### src/rtl/imem_loader.sv
// Boot-time program loader: parses a length/words/checksum byte stream, writes
// instruction words to IMEM and releases the CPU reset once the checksum is good.
module imem_loader #(
  parameter logic [31:0] BASE_ADDR  = 32'h0000_0000,
  parameter int          IMEM_DEPTH = 256
) (
  input  logic        i_clk,
  input  logic        i_rst,
  input  logic        i_byte_valid,
  input  logic [7:0]  i_byte,
  output logic        o_byte_ready,
  output logic        o_imem_we,
  output logic [31:0] o_imem_addr,
  output logic [31:0] o_imem_wdata,
  output logic        o_cpu_rst_n,
  output logic        o_done,
  output logic        o_err
);

  typedef enum logic [2:0] {
    LEN_HI,
    LEN_LO,
    DATA,
    CHECK,
    DONE,
    ERR
  } state_t;

  localparam logic [31:0] DEPTH_W = 32'(IMEM_DEPTH);

  state_t      state, state_nxt;
  logic [15:0] len;
  logic [15:0] word_cnt;
  logic [1:0]  byte_cnt;
  logic [23:0] word_sh;
  logic [7:0]  csum;

  logic        accept;
  logic [15:0] len_full;
  logic        last_byte;
  logic        last_word;

  assign accept    = i_byte_valid & o_byte_ready;
  assign len_full  = {len[15:8], i_byte};
  assign last_byte = (byte_cnt == 2'd3);
  assign last_word = (word_cnt == len - 16'd1);

  always_comb begin
    // NOTE: default assigned first so every path drives state_nxt and no latch is inferred.
    state_nxt = state;
    case (state)
      LEN_HI: if (accept) state_nxt = LEN_LO;
      LEN_LO: begin
        if (accept) begin
          if ({16'b0, len_full} > DEPTH_W) state_nxt = ERR;
          else if (len_full == 16'd0)       state_nxt = CHECK;
          else                              state_nxt = DATA;
        end
      end
      DATA:  if (accept && last_byte && last_word) state_nxt = CHECK;
      CHECK: if (accept) state_nxt = (csum == i_byte) ? DONE : ERR;
      DONE:  state_nxt = DONE;
      ERR:   state_nxt = ERR;
      default: state_nxt = LEN_HI;
    endcase
  end

  always_ff @(posedge i_clk) begin
    // NOTE: non-blocking assignments so every register samples pre-edge values.
    if (i_rst) state <= LEN_HI;
    else       state <= state_nxt;
  end

  // Outputs are derived from the next state so they line up with the state register.
  always_ff @(posedge i_clk) begin
    if (i_rst) begin
      len          <= '0;
      word_cnt     <= '0;
      byte_cnt     <= '0;
      word_sh      <= '0;
      csum         <= '0;
      o_byte_ready <= 1'b0;
      o_imem_we    <= 1'b0;
      o_imem_addr  <= BASE_ADDR;
      o_imem_wdata <= '0;
      o_cpu_rst_n  <= 1'b0;
      o_done       <= 1'b0;
      o_err        <= 1'b0;
    end else begin
      o_imem_we    <= 1'b0;
      o_byte_ready <= !(state_nxt inside {DONE, ERR});
      o_done       <= (state_nxt == DONE);
      o_err        <= (state_nxt == ERR);
      o_cpu_rst_n  <= (state_nxt == DONE);
      case (state)
        LEN_HI: begin
          csum     <= '0;
          word_cnt <= '0;
          byte_cnt <= '0;
          if (accept) len[15:8] <= i_byte;
        end
        LEN_LO: if (accept) len[7:0] <= i_byte;
        DATA: begin
          if (accept) begin
            csum     <= csum ^ i_byte;
            byte_cnt <= byte_cnt + 2'd1;
            word_sh  <= {word_sh[15:0], i_byte};
            if (last_byte) begin
              o_imem_we    <= 1'b1;
              o_imem_addr  <= BASE_ADDR + {14'b0, word_cnt, 2'b00};
              o_imem_wdata <= {word_sh, i_byte};
              word_cnt     <= word_cnt + 16'd1;
            end
          end
        end
        default: ;
      endcase
    end
  end

endmodule

### config.mk
export PLATFORM = sky130hd
export DESIGN_NAME = imem_loader
export DESIGN_NICKNAME = d
export VERILOG_FILES = /design/src/rtl/imem_loader.sv
export SDC_FILE = /design/constraint.sdc
export NUM_CORES = 1
export LEC_CHECK = 0
export ABC_AREA = 0
export CAP_MARGIN = 5
export CORE_MARGIN = 2
export CORE_UTILIZATION = 35
export DETAILED_ROUTE_END_ITERATION = 8
export PLACE_DENSITY_LB_ADDON = 0.05
export SYNTH_ARGS = -nofsm -noshare
export SYNTH_HDL_FRONTEND = slang
export SYNTH_SLANG_ARGS = --single-unit
export TNS_END_PERCENT = 1
### constraint.sdc
create_clock -name i_clk -period 3.78 [get_ports i_clk]
set_input_delay 0.945 -clock i_clk [delete_from_list [all_inputs] [get_ports i_clk]]
set_output_delay 0.945 -clock i_clk [all_outputs]
set_load 0.02 [all_outputs]
Word level (Yosys, flattened, before mapping). Cells that the tools add are included.

$add $sub $neg: 3. Multiply operators: 0. Div/mod/pow operators: 0. Magnitude comparators: 1. Equality and inequality tests: 12. Shifts and indexed selects: 0. Muxes and demuxes: 16. Bitwise gates (word level): 4. Reductions and logical operators: 14.

Operators by type and width (count): $mux 16 (2); $pmux 16 s2 (1); $pmux 3 s6 (1); $add 16x1->16 const B (1); $eq 16x16->1 (1); $gt 16x9->1 const B (1); $logic_not 16->1 (1); $pmux 8 s2 (1); $sub 16x1->16 const B (1); $mux 3 (5); $eq 3x3->1 const B (4); $eq 8x8->1 (1); $mux 8 (1); $reduce_and 2->1 (4); $xor 8x8->8 (1); $eq 3x2->1 const B (2); $reduce_and 3->1 (2); $ne 2x2->1 const B (2); $pmux 2 s2 (1); $reduce_bool 2->1 (2); $eq 3x1->1 const B (1); $logic_not 3->1 (1); $mux 1 (3); $reduce_or 3->1 (1); other kinds (7) (9).

Register bits: 121. Bits in latches: 0. Bits in writable memories: 0. ROM bits: 0. Input port bits: 11. Output and inout port bits: 69. Logic and storage cells: 63. Memories: 0.

Longest topological paths before layout. Gate-level depths: netlist of run 1.

Depth in word-level cells: 8. Mapped depth: 9. Depth with buffers taken out: 8.

Worst setup path after synthesis of run 1. No wires, ideal clock.

Path kind: in2reg. Start: in i_byte_valid. End: reg state[0]. Setup time: 96 ps. Data arrival time: 2193 ps. Required time: 3684 ps. Setup slack: 1492 ps. Stages: 7. Buffers on the path: 1. Cell sequence: nand2_1 or3_1 buf_2 nor4_1 and3_1 nand4_1 o41ai_2.

Longest elaborated chain between the ends: 5. Elaborated cells on any way between the ends: 8. Classes of those cells: 5 x mux; 1 x bitwise; 2 x reduce/logical.

RTL lines: from (decl) (line 9) `input logic i_byte_valid,`; $and 1x1->1 (*) (line 43) `assign accept = i_byte_valid & o_byte_ready;`; $logic_and 1x1->1 (2 in a row) (line 60) `DATA: if (accept && last_byte && last_word) state_nxt = CHECK;`; $mux 3 (line 60); $pmux 3 s6 (*) (line 51) `case (state)`; to (signal assigned) (line 71) `else state <= state_nxt;`; to (decl) (line 31) `state_t state, state_nxt;`.

Mark *: on every way between the ends. The rest lies on a longest branch, timed or not. A chain may end at the register's enable or synchronous reset.

Final worst setup path of run 1.
Start: in i_byte[5]. End: reg state[0].

Longest elaborated chain between the ends: 5. Elaborated cells on any way between the ends: 9. Classes of those cells: 1 x order compare; 1 x eq/ne; 6 x mux; 1 x reduce/logical.

RTL lines: from (decl) (line 10) `input logic [7:0] i_byte,`; parallel branches: the longest is 4 deep, another holds $gt 16x9->1; $pmux 3 s6 (*) (line 51).

Mark *: on every way between the ends.

==> results of run 1 <==
==> cells in the final DEF, fill, tap and decap left out, types with 10 or more instances in the layout <==
| master | instances |
|---|---|
| nand2_1 | 165 |
| dfxtp_1 | 121 |
| a21oi_1 | 101 |
| clkdlybuf4s50_1 | 62 |
| nor2_1 | 41 |
| xnor2_1 | 31 |
| nand3_1 | 21 |
| nor3_1 | 20 |
| clkbuf_16 | 17 |
| conb_1 | 16 |
| xor2_1 | 13 |
| buf_4 | 12 |
| inv_1 | 10 |
==> state kept, by name (all words and copies together), names as in the netlist <==
register / flops
byte_cnt: 2
csum: 8
len: 16
o_byte_ready: 1
o_done: 1
o_err: 1
o_imem_addr: 16
o_imem_wdata: 32
o_imem_we: 1
state: 3
word_cnt: 16
word_sh: 24
==> cell families (layout without fill, tap and decap cells) <==
family,Yosys count,in the layout
adder cells (fa/ha/maj),3,3
XOR/XNOR,44,44
other,1,16
flip-flops,121,121
AND/OR/NAND/NOR,288,288
buffers and inverters,80,114
AO/OA/AOI/OAI,126,126
multiplexers,8,8
==> cells in the mapped netlist, drive strengths merged <==
library cell	n	share of area (%)
nand2	165	12
dfxtp	121	46
a21oi	101	9.6
clkbuf	49	3.5
nor2	41	2.9
xnor2	31	5.1
nor3	22	2.2
buf	21	2.9
nand3	21	2.0
xor2	13	2.2
inv	10	0.71
mux2i	8	1.5
nand4	8	0.95
o211a	7	1.3
and3	5	0.59
nand2b	5	0.59
a211oi	4	0.57
nor4	4	0.47
ha	3	0.71
o21ai	3	0.28
o31ai	3	0.43
or2	3	0.36
or3	3	0.36
or4	3	0.43
nor4b	2	0.33
o311ai	2	0.33
a2111oi	1	0.28
a31oi	1	0.12
and2	1	0.12
conb	1	0.071
nand3b	1	0.14
nand4b	1	0.17
nor2b	1	0.12
nor4bb	1	0.19
o211ai	1	0.14
o221ai	1	0.17
o311a	1	0.19
o41ai	1	0.31
or4b	1	0.19
==> layer usage <==
metal  global-route usage [%]  vias up  routed length [µm]
met5                        0        -                   0
met4                     4.72        0                 112
met3                     4.72       10                 539
met2                     28.8      106                6670
met1                     22.8     2169                6450
li1                         -     2288                   -
==> critical path, stage by stage <==
cell	delay (ps)
clkdlybuf4s50_1	610
nor4_1	460
a21oi_1	180
nor4bb_1	270
o21ai_0	210
nand2b_1	160
o41ai_2	80
==> layout make-up <==
| type | count | area, µm² |
|---|---|---|
| inverter | 10 | 37.5 |
| tap | 184 | 230 |
| sequential | 121 | 2420 |
| clock buffer | 22 | 464 |
| timing repair buffer | 74 | 711 |
| multi-input combinational | 485 | 2550 |
| fill | 1482 | 8110 |
| clock inverter | 8 | 121 |
==> path summary, 6_finish.rpt <==
kind | endpoint | cells after the start
worst max-delay path | state[0]$_SDFF_PP0_ | 7
worst min-delay path | o_imem_addr[8]$_SDFFE_PP0P_ | 2
worst max register to register | state[0]$_SDFF_PP0_ | 8
worst min register to register | o_imem_addr[8]$_SDFFE_PP0P_ | 2
==> metrics by stage <==
step | utilization, % | hold WS, ps | total power, mW | instance area (µm²)
floorplan | - | 432 | 1.47 | 5340
global placement | 40.6 | 445 | 1.51 | 5950
detailed placement | 40.6 | 449 | 1.52 | 5950
CTS | 44.6 | 457 | 3.14 | 6540
global route | 44.6 | 471 | 3.22 | 6540
finish | 44.6 | 454 | 3.10 | 6540
==> power by group <==
| group | leakage, nW | total [mW] | switching, mW | internal, mW |
|---|---|---|---|---|
| clock network | 0.286 | 1.61 | 0.550 | 1.06 |
| logic | 0.993 | 0.186 | 0.122 | 0.0646 |
| registers | 0.976 | 1.30 | 0.0152 | 1.29 |
==> flow_summary.toml, run 1 <==
[sta]
setup_violations = 0
fin_tns_setup_ps = 0
relSlewSlack_pct = 60.5
setup_ws_ps = 1150
fmax_mhz = 380
grt_setup_unrepaired = "false"
slew_violations = 0
min_period_ps = 2630
finalCritPeriodShare_pct = 69.7
worst_pin_slew_ps = 591
finClkSkew_ps = 7.88
hold_viol_final = 0

[floorplan]
die_h_um = 127
coreArea_um2 = 14600
dieArea_um2 = 16100
fp.dieW_um = 127
rows = 44
io_pins = 80
initial_core_util_pct = 36.1

[clock_tree]
cts_hold_buf = 0
cts_setup_buffers = 0
clockBufferDepth = 2
clock_sinks = 121
clkSlewWorstSetupHoldPaths_ps = 50
cts_tree = "yes"
cts_root_buf = "clkbuf_16"
htree_levels = 4
numCtsBuffers = 17
clk_latency_ps = 410
cts.repair.resized = 0

[synth]
muxShareOfSynthArea_pct = 1.52
yosysSeqAreaShare_pct = 45.8
syn_area_per_cell_um2 = 7.88
synth_compound_gate_area_share_pct = 13.7
synth-xor-area-share_pct = 7.29
synth_area_um2 = 5290
synth_cells = 671
ys.warnings.count = 0
synthAdderAreaFrac_pct = 0.710
synthSimpleGateAreaFrac_pct = 23.8
ys_types = 44
yosys_register_bits = 121
synth_top_family_by_area = "simple AND/OR/NAND/NOR gates"

[critical_path]
r2r_slack_ps = 1240
crit_arrival_ps = 2910
r2r_start = "len[0]$_SDFFE_PP0P_"
worstPathRequired_ps = 4060
crit_start = "i_byte[5]"
worstSetupStartpointType = "input port"
crit_type = "in2reg"
worstPathMaxFanout = 8
end_kind = "flip-flop"

[flow_run]
max-cap-violations = 0

[layout]
num_antenna_cells = 0
area_growth_pct = 23.7
fin_cells = 904
final_nets = 723
drive_above_1_share_pct = 6.39

[routing]
drt-total-wl_mm = 13.8
post_drt_via_cell_ratio = 5.06
firstDrtPassIters = 5
via_count = 4573
drc = 0
antenna_left = 0
drt_iter0_drc = 249
post_drt_wl_per_cell_um = 15.2

[place]
dpl_worst_slack_ps = 735
dp.cells = 874
gp_congestion = 0.846
port_buffers = 63
hpwlAfterDp_mm = 9.59

[hold_path]
holdCritStartpoint = "o_imem_addr[8]$_SDFFE_PP0P_"
hold_class = "reg2reg"

[global_routing]
grt_pass1_vias = 4353
grt_max_degree = 51
grt-ovfl-total = 0
grt_pass1_wl_mm = 22.4
antenna_found_initial = 0
grt_usage_pct = 17.5

[outcome]
run_status = "complete, no violations"

[power]
power_density_nw_per_um2 = 474
vdd_drop_max_mv = 0.295
leakagePower_nw = 2.25
Power figures use the tool's default switching activity.
==> run 2, diff against run 1 <==
==> constraint.sdc (replaced) <==
create_clock -name i_clk -period 2.5 [get_ports i_clk]
set_input_delay 0.625 -clock i_clk [delete_from_list [all_inputs] [get_ports i_clk]]
set_output_delay 0.625 -clock i_clk [all_outputs]
set_load 0.02 [all_outputs]
==> run 2 against run 1 <==
  * Cell count rose by 2.4%
  * Sequential power rose by 51%
  * Via count rose by 0.20%
  * First-iteration DRC count fell by 10%
  * Worst setup slack got worse by 960 ps
  * Utilization rose by 1.3 points
  * Die area did not move
  * Global-route usage rose by 0.71 points
  * Sequential share of layout area fell by 1.0 points
  * Register-to-register slack got worse by 1100 ps
  * Clock power rose by 48%
  * Worst hold slack got worse by 4.4 ps
==> flow_summary.toml, run 2 (synthesized netlist as in run 1, its figures left out) <==
[power]
power_density_nw_per_um2 = 695
leakagePower_nw = 2.37
vdd_drop_max_mv = 0.427

[routing]
drt_iter0_drc = 223
drt-total-wl_mm = 14.1
post_drt_via_cell_ratio = 4.95
post_drt_wl_per_cell_um = 15.3
via_count = 4582
antenna_left = 0
firstDrtPassIters = 5
drc = 0

[hold_path]
hold_class = "reg2reg"
hold_end = "o_imem_wdata[29]$_SDFFE_PP0P_"
hold_depth = 2
holdCritStartpoint = "word_sh[21]$_SDFFE_PP0P_"

[flow_run]
max-cap-violations = 0

[sta]
slew_violations = 0
setup_violations = 0
hold_slack_ps = 449
min_period_ps = 2320
setup_ws_ps = 182
worst_pin_slew_ps = 614
hold_viol_final = 0
grt_setup_unrepaired = "false"
finClkSkew_ps = 8.99
finalCritPeriodShare_pct = 92.7
relSlewSlack_pct = 59.1
fmax_mhz = 431

[global_routing]
grt_usage_pct = 18.2
grt-ovfl-total = 0
grt_pass1_wl_mm = 23.1
grt_max_degree = 56
antenna_found_initial = 0
grt_pass1_vias = 4449

[layout]
final_cell_mix = "165 x nand2_1, 121 x dfxtp_1, 101 x a21oi_1"
seqCellArea_um2 = 2420
multi_input_area_um2 = 2550
fin_area_um2 = 6720
top_register = "o_imem_wdata"
fin_util_pct = 45.9
fin_cells = 926
layout_top_registers = "o_imem_wdata: 32 flops, word_sh: 24 flops"
num_antenna_cells = 0
layout_commonest_cell = "nand2_1"
final_nets = 744
fillCellCount = 1469
drive_above_1_share_pct = 9.03
largest_register_ffs = 32
area_growth_pct = 27.2

[critical_path]
crit_slowest_cell = "or4b_2"
cp_top_family = "simple AND/OR/NAND/NOR gates"
worstPathMaxFanout = 6
r2r-end = "state[0]$_SDFF_PP0_"
crit_arrival_ps = 2630
worstSetupStartpointType = "flip-flop"
crit_type = "reg2reg"
worstPathRequired_ps = 2810
cpPeakStageDelay_ps = 680
r2r_slack_ps = 180
crit_buf_inv = 1
reg2reg_depth = 8
end_kind = "flip-flop"
crit_path_cell_trace = "inv_1 > ha_1 > or4b_2 > nor2_1 > a21oi_1 > a211oi_1 > nand4_1 > o41ai_2"
r2r_start = "len[1]$_SDFFE_PP0P_"

[clock_tree]
cts_tree = "yes"
cts.repair.resized = 0
cts_setup_buffers = 0
htree_levels = 4
clk_latency_ps = 410
clock_sinks = 121
cts_root_buf = "clkbuf_16"
cts_hold_buf = 0
numCtsBuffers = 17
clockBufferDepth = 2
clkSlewWorstSetupHoldPaths_ps = 50

[floorplan]
coreArea_um2 = 14600
initial_core_util_pct = 36.1
dieArea_um2 = 16100
die_h_um = 127
io_pins = 80
rows = 44
fp.dieW_um = 127

[outcome]
run_status = "complete, no violations"

[place]
dpl_worst_slack_ps = -30.9
dp.cells = 895
dpl-instance-area_um2 = 6150
hpwlAfterDp_mm = 9.63
gp_congestion = 0.834
port_buffers = 63
## run 2: cell types whose count changed in the layout (fill, tap and decap cells not counted)
cell / delta
buf_12: +3
clkinv_4: +1
clkbuf_8: +1
bufinv_16: -1
clkinvlp_4: -1
clkbuf_1: +1
buf_4: +18
## run 2: layout make-up
| class | instances | area share [%] |
|---|---|---|
| Inverter | 10 | 0.559 |
| Sequential cell | 121 | 36.0 |
| Clock buffer | 24 | 7.17 |
| Tap cell | 184 | 3.43 |
| Timing Repair Buffer | 95 | 13.5 |
| Multi-Input combinational cell | 485 | 37.9 |
| Clock inverter | 7 | 1.38 |
## run 2: where the power goes
group | total, mW | internal, mW | switching [mW]
Combinational | 0.317 | 0.120 | 0.197
Clock | 2.39 | 1.54 | 0.852
Sequential | 1.96 | 1.94 | 0.0187
## run 2: worst reg2reg max path: cells and delay by family (launching register included)
| family | cells | cell delay [ps] |
|---|---|---|
| AO/OA/AOI/OAI | 3 | 560 |
| AND/OR/NAND/NOR | 3 | 1060 |
| flip-flops | 1 | 360 |
| adder cells (fa/ha/maj) | 1 | 160 |
| buffers and inverters | 1 | 80 |
## run 2: worst max path at each step
stage / cells after the start / end / slack, ps / from
after floorplan: 8 / state[0]$_SDFF_PP0_ / 330 / len[0]$_SDFFE_PP0P_
after global placement: 7 / word_cnt[15]$_SDFFE_PP0P_ / -10 / i_byte_valid
after detailed placement: 8 / word_cnt[14]$_SDFFE_PP0P_ / -30 / i_byte_valid
after CTS: 8 / state[0]$_SDFF_PP0_ / 190 / len[1]$_SDFFE_PP0P_
after global routing: 8 / state[0]$_SDFF_PP0_ / 10 / len[1]$_SDFFE_PP0P_
final: 8 / state[0]$_SDFF_PP0_ / 180 / len[1]$_SDFFE_PP0P_
## run 2: layer usage
| layer | global-route usage [%] | share of wire (%) | vias to the layer above |
|---|---|---|---|
| met5 | 0 | 0 | - |
| met4 | 5.43 | 0.91 | 0 |
| met3 | 4.34 | 3.2 | 8 |
| met2 | 29.3 | 47 | 77 |
| met1 | 24.4 | 49 | 2175 |
| li1 | - | - | 2322 |
## run 2: stage by stage
stage	setup TNS [ps]	power, mW
final	0	4.67
after global routing	0	4.85
after CTS	0	4.72
after detailed placement	-50.1	2.32
after global placement	-9.71	2.32
after floorplan	0	2.23
